File: src/rtl/cpu_step_ctrl.sv
// Purpose : turns divided-clock rising edges or debounced step presses into CPU clock-enable pulses, with a halt latch and a retired-cycle counter.
// Latency : cpu_ce rises on the 4th CLK_in edge after slow_clk is first sampled high; a press pulses 2 edges after the debounced level is accepted.
// Backpressure: none; free-running control, pulses are dropped while paused, halted or on a mode transition.
//
// Ports:
//   CLK_in       board clock, all logic on its rising edge
//   RST_n        synchronous active-low reset
//   slow_clk     divided clock level (asynchronous)
//   mode_run     1 = free-run, 0 = single-step (asynchronous)
//   btn_step     raw bouncy step button, active-high (asynchronous)
//   halt_i       CPU halt request, synchronous to CLK_in
//   cpu_ce       registered one-cycle clock-enable pulse
//   state_o      0 PAUSE, 1 RUN, 2 HALT
//   cycle_count  number of cpu_ce pulses since reset, saturating
module cpu_step_ctrl #(
    parameter int DEB_CYCLES = 1000000,
    parameter int CNT_W      = 32
) (
    input  logic             CLK_in,
    input  logic             RST_n,
    input  logic             slow_clk,
    input  logic             mode_run,
    input  logic             btn_step,
    input  logic             halt_i,
    output logic             cpu_ce,
    output logic [1:0]       state_o,
    output logic [CNT_W-1:0] cycle_count
);

    localparam int DW = (DEB_CYCLES > 1) ? $clog2(DEB_CYCLES) : 1;
    localparam logic [DW-1:0] DEB_LAST = DW'(DEB_CYCLES - 1);

    typedef enum logic [1:0] {
        PAUSE = 2'd0,
        RUN   = 2'd1,
        HALT  = 2'd2
    } state_t;

    state_t state;
    state_t state_nxt;
    logic   ce_nxt;

    logic slow_s1, slow_s2, slow_s3;
    logic mode_s1, mode_s2;
    logic btn_s1, btn_s2;
    logic tick;
    logic press;
    logic btn_deb;
    logic [DW-1:0] deb_cnt;

    // Input conditioning: synchronisers, edge detect and debounce.
    // tick and press are both registered strobes so the FSM sees clean
    // single-cycle events.
    always_ff @(posedge CLK_in) begin
        if (!RST_n) begin
            slow_s1 <= 1'b0;
            slow_s2 <= 1'b0;
            slow_s3 <= 1'b0;
            mode_s1 <= 1'b0;
            mode_s2 <= 1'b0;
            btn_s1  <= 1'b0;
            btn_s2  <= 1'b0;
            tick    <= 1'b0;
            press   <= 1'b0;
            btn_deb <= 1'b0;
            deb_cnt <= '0;
        end else begin
            slow_s1 <= slow_clk;
            slow_s2 <= slow_s1;
            slow_s3 <= slow_s2;
            tick    <= slow_s2 & ~slow_s3;
            mode_s1 <= mode_run;
            mode_s2 <= mode_s1;
            btn_s1  <= btn_step;
            btn_s2  <= btn_s1;
            press   <= 1'b0;
            if (btn_s2 == btn_deb) begin
                deb_cnt <= '0;
            end else if (deb_cnt == DEB_LAST) begin
                // Level has differed for DEB_CYCLES consecutive cycles.
                btn_deb <= btn_s2;
                deb_cnt <= '0;
                press   <= btn_s2;  // only the rising acceptance is a press
            end else begin
                deb_cnt <= deb_cnt + DW'(1);
            end
        end
    end

    // Next state and pulse decision. Halt dominates everything, and a
    // mode transition swallows any coincident tick or press.
    always_comb begin
        state_nxt = state;
        ce_nxt    = 1'b0;
        case (state)
            HALT: begin
                state_nxt = HALT;
            end
            PAUSE: begin
                if (halt_i) begin
                    state_nxt = HALT;
                end else if (mode_s2) begin
                    state_nxt = RUN;
                end else if (press) begin
                    ce_nxt = 1'b1;
                end
            end
            RUN: begin
                if (halt_i) begin
                    state_nxt = HALT;
                end else if (!mode_s2) begin
                    state_nxt = PAUSE;
                end else if (tick) begin
                    ce_nxt = 1'b1;
                end
            end
            default: begin
                state_nxt = PAUSE;
            end
        endcase
    end

    always_ff @(posedge CLK_in) begin
        if (!RST_n) begin
            state       <= PAUSE;
            cpu_ce      <= 1'b0;
            cycle_count <= '0;
        end else begin
            state  <= state_nxt;
            cpu_ce <= ce_nxt;
            // Counted on the same edge the pulse is registered.
            if (ce_nxt && !(&cycle_count)) begin
                cycle_count <= cycle_count + CNT_W'(1);
            end
        end
    end

    assign state_o = state;

endmodule

File: config.mk
export PLATFORM = sky130hd
export DESIGN_NAME = cpu_step_ctrl
export DESIGN_NICKNAME = d
export VERILOG_FILES = /design/src/rtl/cpu_step_ctrl.sv
export SDC_FILE = /design/constraint.sdc
export NUM_CORES = 1
export LEC_CHECK = 0
export ABC_AREA = 1
export CORE_MARGIN = 2
export CORE_UTILIZATION = 51
export DETAILED_ROUTE_END_ITERATION = 8
export PLACE_DENSITY_LB_ADDON = 0.12
export SYNTH_ARGS = -nofsm -noshare
export SYNTH_HDL_FRONTEND = slang
export SYNTH_SLANG_ARGS = --single-unit
File: constraint.sdc
create_clock -name CLK_in -period 1.6 [get_ports CLK_in]
set_input_delay 0.24 -clock CLK_in [delete_from_list [all_inputs] [get_ports CLK_in]]
set_output_delay 0.24 -clock CLK_in [all_outputs]
set_load 0.05 [all_outputs]
==> results of run 1 <==
==> final timing paths <==
path	startpoint	to	slack (ns)	cells after the start
max	cycle_count[0]$_SDFFE_PN0P_	cycle_count[13]$_SDFFE_PN0P_	0.0005	12
min	slow_s3$_SDFF_PN0_	tick$_SDFF_PN0_	0.39	1
max reg2reg	cycle_count[0]$_SDFFE_PN0P_	cycle_count[13]$_SDFFE_PN0P_	0.0005	12
min reg2reg	slow_s3$_SDFF_PN0_	tick$_SDFF_PN0_	0.39	1
==> metrics by stage <==
step                power, µW  util [%]  std cells
floorplan                1720         -        537
global placement         1750      62.3        694
detailed placement       1750      62.3        694
CTS                      3080      67.8        720
global route             3160      69.8        722
finish                   3050      69.8        722
==> placed cells by master, fill, tap and decap left out, types with 11 or more instances in the layout <==
master	Yosys	layout
dfxtp_2	0	26
clkbuf_8	1	11
dfxtp_1	65	33
xor2_1	11	11
nand3_2	14	16
inv_1	59	57
nand2_2	9	12
buf_4	3	72
a21oi_1	27	18
nand2_1	134	130
nor2_2	4	15
nor2_1	121	106
nand3_1	24	21
==> Yosys cell counts (6+ instances only) <==
master,number,area (µm²)
a21oi_1,27,135
buf_6,6,67.6
dfxtp_1,65,1300
inv_1,59,221
nand2_1,134,503
nand2_2,9,56.3
nand3_1,24,120
nand3_2,14,140
nand4_1,10,62.6
nor2_1,121,454
nor3_1,9,45.0
o21ai_0,9,45.0
xor2_1,11,96.3
==> timing repair <==
item | 4_1_cts | 5_1_grt
setup buffers | 8 | 2
setup endpoints to repair | 17 | 45
gates cloned | 2 | 0
resized for setup | 15 | 34
pin swaps | 9 | 15
==> final cells by class <==
class	instances	area (µm²)
Clock buffer	11	151
Clock inverter	5	37.5
Fill cell	588	2050
Inverter	61	233
Multi-Input combinational cell	400	2110
Sequential cell	65	1360
Tap cell	96	120
Timing Repair Buffer	84	737
==> cell families after synthesis <==
logic type      Yosys count
compound gates           42
xor+xnor                 15
fa+ha+maj                 2
buf+inv                  72
flops                    65
simple gates            341
==> power by group through the flow <==
stage	Combinational, µW	Sequential (µW)	Clock [µW]
CTS	83.4	1630	1370
floorplan	45.9	1670	0
global placement	82.0	1670	0
finish	83.3	1620	1340
detailed placement	83.5	1670	0
global route	93.7	1620	1440
==> layer usage <==
| layer | vias up | track usage (%) | routed length, µm |
|---|---|---|---|
| li1 | 1854 | - | - |
| met3 | 20 | 5.18 | 505 |
| met2 | 94 | 39.0 | 4050 |
| met1 | 1637 | 34.0 | 4390 |
| met5 | - | 0 | 0 |
| met4 | 0 | 9.37 | 241 |
==> worst max-delay path: stages, from the launching register on <==
cell	delay (ns)
dfxtp_4	0.36
ha_4	0.15
nand3_4	0.10
inv_2	0.08
nand2_4	0.08
nor2_8	0.13
nand3_4	0.12
buf_12	0.16
buf_8	0.13
nand2_4	0.06
nand2_2	0.05
nand2_2	0.05
nor2_1	0.03
==> metrics.txt, run 1 <==
status complete, no violations; total I/O pin count 41; DP HPWL 6670 µm; clk sinks 65; Worst Skew between 0.007 and 0.008 ns; switch share 24.4%; unrepaired setup endpoints after global routing yes; sequential cell area fraction in the yosys report 36.3%; Final Net Count between 600 and 700; Area after DPL 0.00423 mm²; H-tree Lvls 3; Synth cell types 35; Lkg Pwr 0.00190 µW; routed len/inst 12.7 µm; hold slack 0.388 ns; CTS tree done; Max rail drop VDD 0.501 mV; Antenna Violating Nets Remaining 0; compound-gate portion of the synthesized area 6.22%; period utilization between 90 and 100%; sequential share of power 53.2%; post-synthesis mux area share 0%; share of layout cells above drive strength 1 32.1%; most flop-heavy register cycle_count; vias in the first global route ~3,300; TritonRoute pass-1 iters 4; num rows 30; Die H 87.8 µm; clock power share 44.1%; die area around 0.0077 mm²; first-pass GRT wire length 15,100 µm; Max-slew headroom 71.9%; max FFs per register 32; #FFs+latches synth 65; final setup violation count 0; Total GRT Usage 25.0%; Final Hold Fails 0; Switch Pwr about 740 µW; Setup TNS 0 ns; CP arrival roughly 1.8 ns; crit path launch type flop; MaxCap Viol Count 0; synthesis warning total 0; crit path capture type flop; required time of the worst setup path ~1.9 ns; dominant synthesized flop cell dfxtp_1; gr ovfl total 0; final wirelength slightly above 9000 µm; main combinational cell family by area after synthesis simple AND/OR/NAND/NOR gates; Crit Path Max Fanout 7; IO Port Bufs 40; f_max 625 MHz; Via density roughly 5; CTS Buffer Depth 2; type of the worst setup path reg2reg; XOR/XNOR Fraction of Synth Area 3.67%; Post-Place Worst Slack -0.147 ns; simple-gate portion of the synthesized area 43.7%; Final min period 1.60 ns; Remaining DRCs 0; Clock Latency Late Sink 0.35 ns; initial drt markers 241; Reg clk slew, reported paths approximately 0.080 ns; Root Driver clkbuf_8; largest net degree at the start of global routing 26; synthesis-to-layout area growth 32.3%; gpl congestion between 0.9 and 1; Initial Util a little over half; cts hold-fix bufs 0; P_int 2310 µW; Slew Limit Fails 0; antenna violations before repair 0; Synth Instances about 540; total number of vias 3,605; post-route design area 0.00474 mm²; core area 0.00679 mm²; total CTS buffers 9; Worst Hold Class reg2reg; PwrDens ~640 mW/mm²; Post-Syn Area per Cell 6.67 µm²; Post-Syn Nets 545; # diodes 0; EDFF count, synth 0; Worst Tran Pin Value 0.421 ns; adder-cell area share of the yosys netlist 0.698%; ys async rst share 0%; combinational power share 2.7%; Final Worst Setup Slack around 0.00045 ns; synthesized area between 0.003 and 0.004 mm²; die width 87.8 µm
Power figures use the tool's default switching activity.
==> run 2, diff against run 1 <==
==> constraint.sdc (replaced) <==
create_clock -name CLK_in -period 1.6 [get_ports CLK_in]
set_input_delay 0.32 -clock CLK_in [delete_from_list [all_inputs] [get_ports CLK_in]]
set_output_delay 0.32 -clock CLK_in [all_outputs]
set_load 0.05 [all_outputs]
==> run 2 against run 1 <==
Against the previous run:
- sequential share of layout area is 3.0 points lower
- clock-buffer cell count unchanged
- first-iteration DRC count increased by 34%
- combinational power up 8.8%
- die area stayed put
- fmax is 1.4% higher
- clock skew up 0.0020 ns
- cell count rose by 2.5%
- final area increased by 12%
- critical path type unchanged
==> metrics.txt, run 2 (synthesis results as in run 1) <==
status complete, no violations; share of layout cells above drive strength 1 roughly 38%; initial drt markers 324; Max-slew headroom about three quarters; crit path max-delay cell type dfxtp_4; Initial Util 52.7%; Worst Tran Pin Value 0.395 ns; CP Capture Point cycle_count[17]$_SDFFE_PN0P_; IO Port Bufs 40; unrepaired setup endpoints after global routing yes; gpl congestion 0.954; Antenna Violating Nets Remaining 0; synthesis-to-layout area growth 48.4%; total number of vias 3,804; Layout Utilization 78.3%; die area 0.00771 mm²; total I/O pin count 41; antenna violations before repair 0; gr ovfl total 0; Final min period roughly 1.6 ns; Pwr Total between 2000 and 3000 µW; Crit Path Max Fanout 8; hold slack between 0.3 and 0.4 ns; clk sinks 65; Clock Latency Late Sink 0.34 ns; FF-to-FF Start cycle_count[0]$_SDFFE_PN0P_; commonest non-fill, non-tap cell in the layout nand2_1; # diodes 0; Slew Limit Fails 0; Worst Hold Class reg2reg; H-tree Lvls 3; crit path capture type flop; crit path launch type flop; final wirelength 10,000 µm; CTS Buffer Depth 2; Remaining DRCs 0; num rows 30; cts hold-fix bufs 0; Total GRT Usage roughly a quarter; CTS tree done; core area 0.00679 mm²; period utilization between 90% and 100%; commonest non-fill, non-tap cells in the layout 123 x nand2_1, 94 x nor2_1, 61 x buf_4, 56 x inv_1, 32 x dfxtp_1; Lkg Pwr 0.00206 µW; total CTS buffers 9; TritonRoute pass-1 iters 5; R2R setup slack 0.02 ns; Crit path largest cell delay approximately 0.37 ns; Root Driver clkbuf_8; CP Cell Sequence ha_4 -> nand3_4 -> inv_2 -> nand2_4 -> nor2_8 -> nand3_4 -> buf_12 -> buf_12 -> nand2_4 -> nand2_2 -> nand2_1 -> nor2_1; first-pass GRT wire length about 16,000 µm; PwrDens 549 mW/mm²; Final Worst Setup Slack 0.0225 ns; die width 87.8 µm; Max rail drop VDD 0.647 mV; max FFs per register 32; CP arrival 1.82 ns; f_max 634 MHz; Die H around 90 µm; vias in the first global route between 3,000 and 4,000; required time of the worst setup path around 1.8 ns; Final Hold Fails 0; Post-Place Worst Slack -0.259 ns; DP HPWL around 7100 µm; worst-case reg-to-reg path depth 12; Worst Skew 0.00946 ns; reg2reg end cycle_count[17]$_SDFFE_PN0P_; final setup violation count 0; type of the worst setup path reg2reg; MaxCap Viol Count 0; Final Net Count 647; largest net degree at the start of global routing 23; Reg clk slew, reported paths 0.08 ns; Via density slightly above 5; Critical path origin cycle_count[0]$_SDFFE_PN0P_; routed len/inst 13.5 µm; most flop-heavy register cycle_count
==> run 2: changes by cell type in the layout (fill, tap and decap cells not counted), sizes merged <==
| cell | previous run | this run |
|---|---|---|
| buf | 78 | 96 |
| clkinv | 2 | 4 |
| inv | 61 | 59 |
==> run 2: power by group <==
group / internal (µW) / switching (µW)
registers: 1610 / 7.04
clock network: 558 / 650
logic: 39.2 / 51.4
==> run 2: how the worst min path moves through the flow <==
stage / depth (start not counted) / from / slack [ns] / endpoint
after CTS: 1 / slow_s3$_SDFF_PN0_ / 0.39 / tick$_SDFF_PN0_
after global placement: 1 / slow_s3$_SDFF_PN0_ / 0.38 / tick$_SDFF_PN0_
after floorplan: 1 / slow_s3$_SDFF_PN0_ / 0.37 / tick$_SDFF_PN0_
after global routing: 1 / slow_s3$_SDFF_PN0_ / 0.41 / tick$_SDFF_PN0_
final: 1 / slow_s3$_SDFF_PN0_ / 0.39 / tick$_SDFF_PN0_
after detailed placement: 1 / slow_s3$_SDFF_PN0_ / 0.38 / tick$_SDFF_PN0_
==> run 2: stage by stage <==
stage | setup TNS, ns | instance area [µm²] | cells
floorplan | 0 | 3640 | 537
global placement | -3.51 | 4630 | 703
detailed placement | -5.29 | 4630 | 703
CTS | -0.206 | 5090 | 736
global route | -0.700 | 5320 | 740
finish | 0 | 5320 | 740
==> run 2: cell type report <==
| type | instances | area (µm²) |
|---|---|---|
| Clock buffer | 11 | 131 |
| Clock inverter | 5 | 32.5 |
| Fill cell | 454 | 1480 |
| Inverter | 61 | 233 |
| Multi-Input combinational cell | 400 | 2240 |
| Sequential cell | 65 | 1360 |
| Tap cell | 96 | 120 |
| Timing Repair Buffer | 102 | 1200 |
==> run 2: worst max-delay path, delay by kind of cell (launching register included) <==
| family | cells | cell delay, ns |
|---|---|---|
| adders and majority gates | 1 | 0.15 |
| buffers and inverters | 3 | 0.39 |
| DFF | 1 | 0.37 |
| and+or+nand+nor | 8 | 0.58 |
==> run 2: metal layers <==
layer	global-route usage, %	share of wire (%)	up-vias
li1	-	-	1895
met1	35.4	44	1764
met2	42.0	48	123
met3	4.52	5.6	22
met4	11.3	1.7	0
met5	0	0	-
==> run 2: timing repair <==
item,CTS,global route
pin swaps,16,21
resized for setup,32,62
endpoints found under the setup margin,28,49
hold endpoints to repair,0,0
cloned,2,0
buffers inserted,15,5
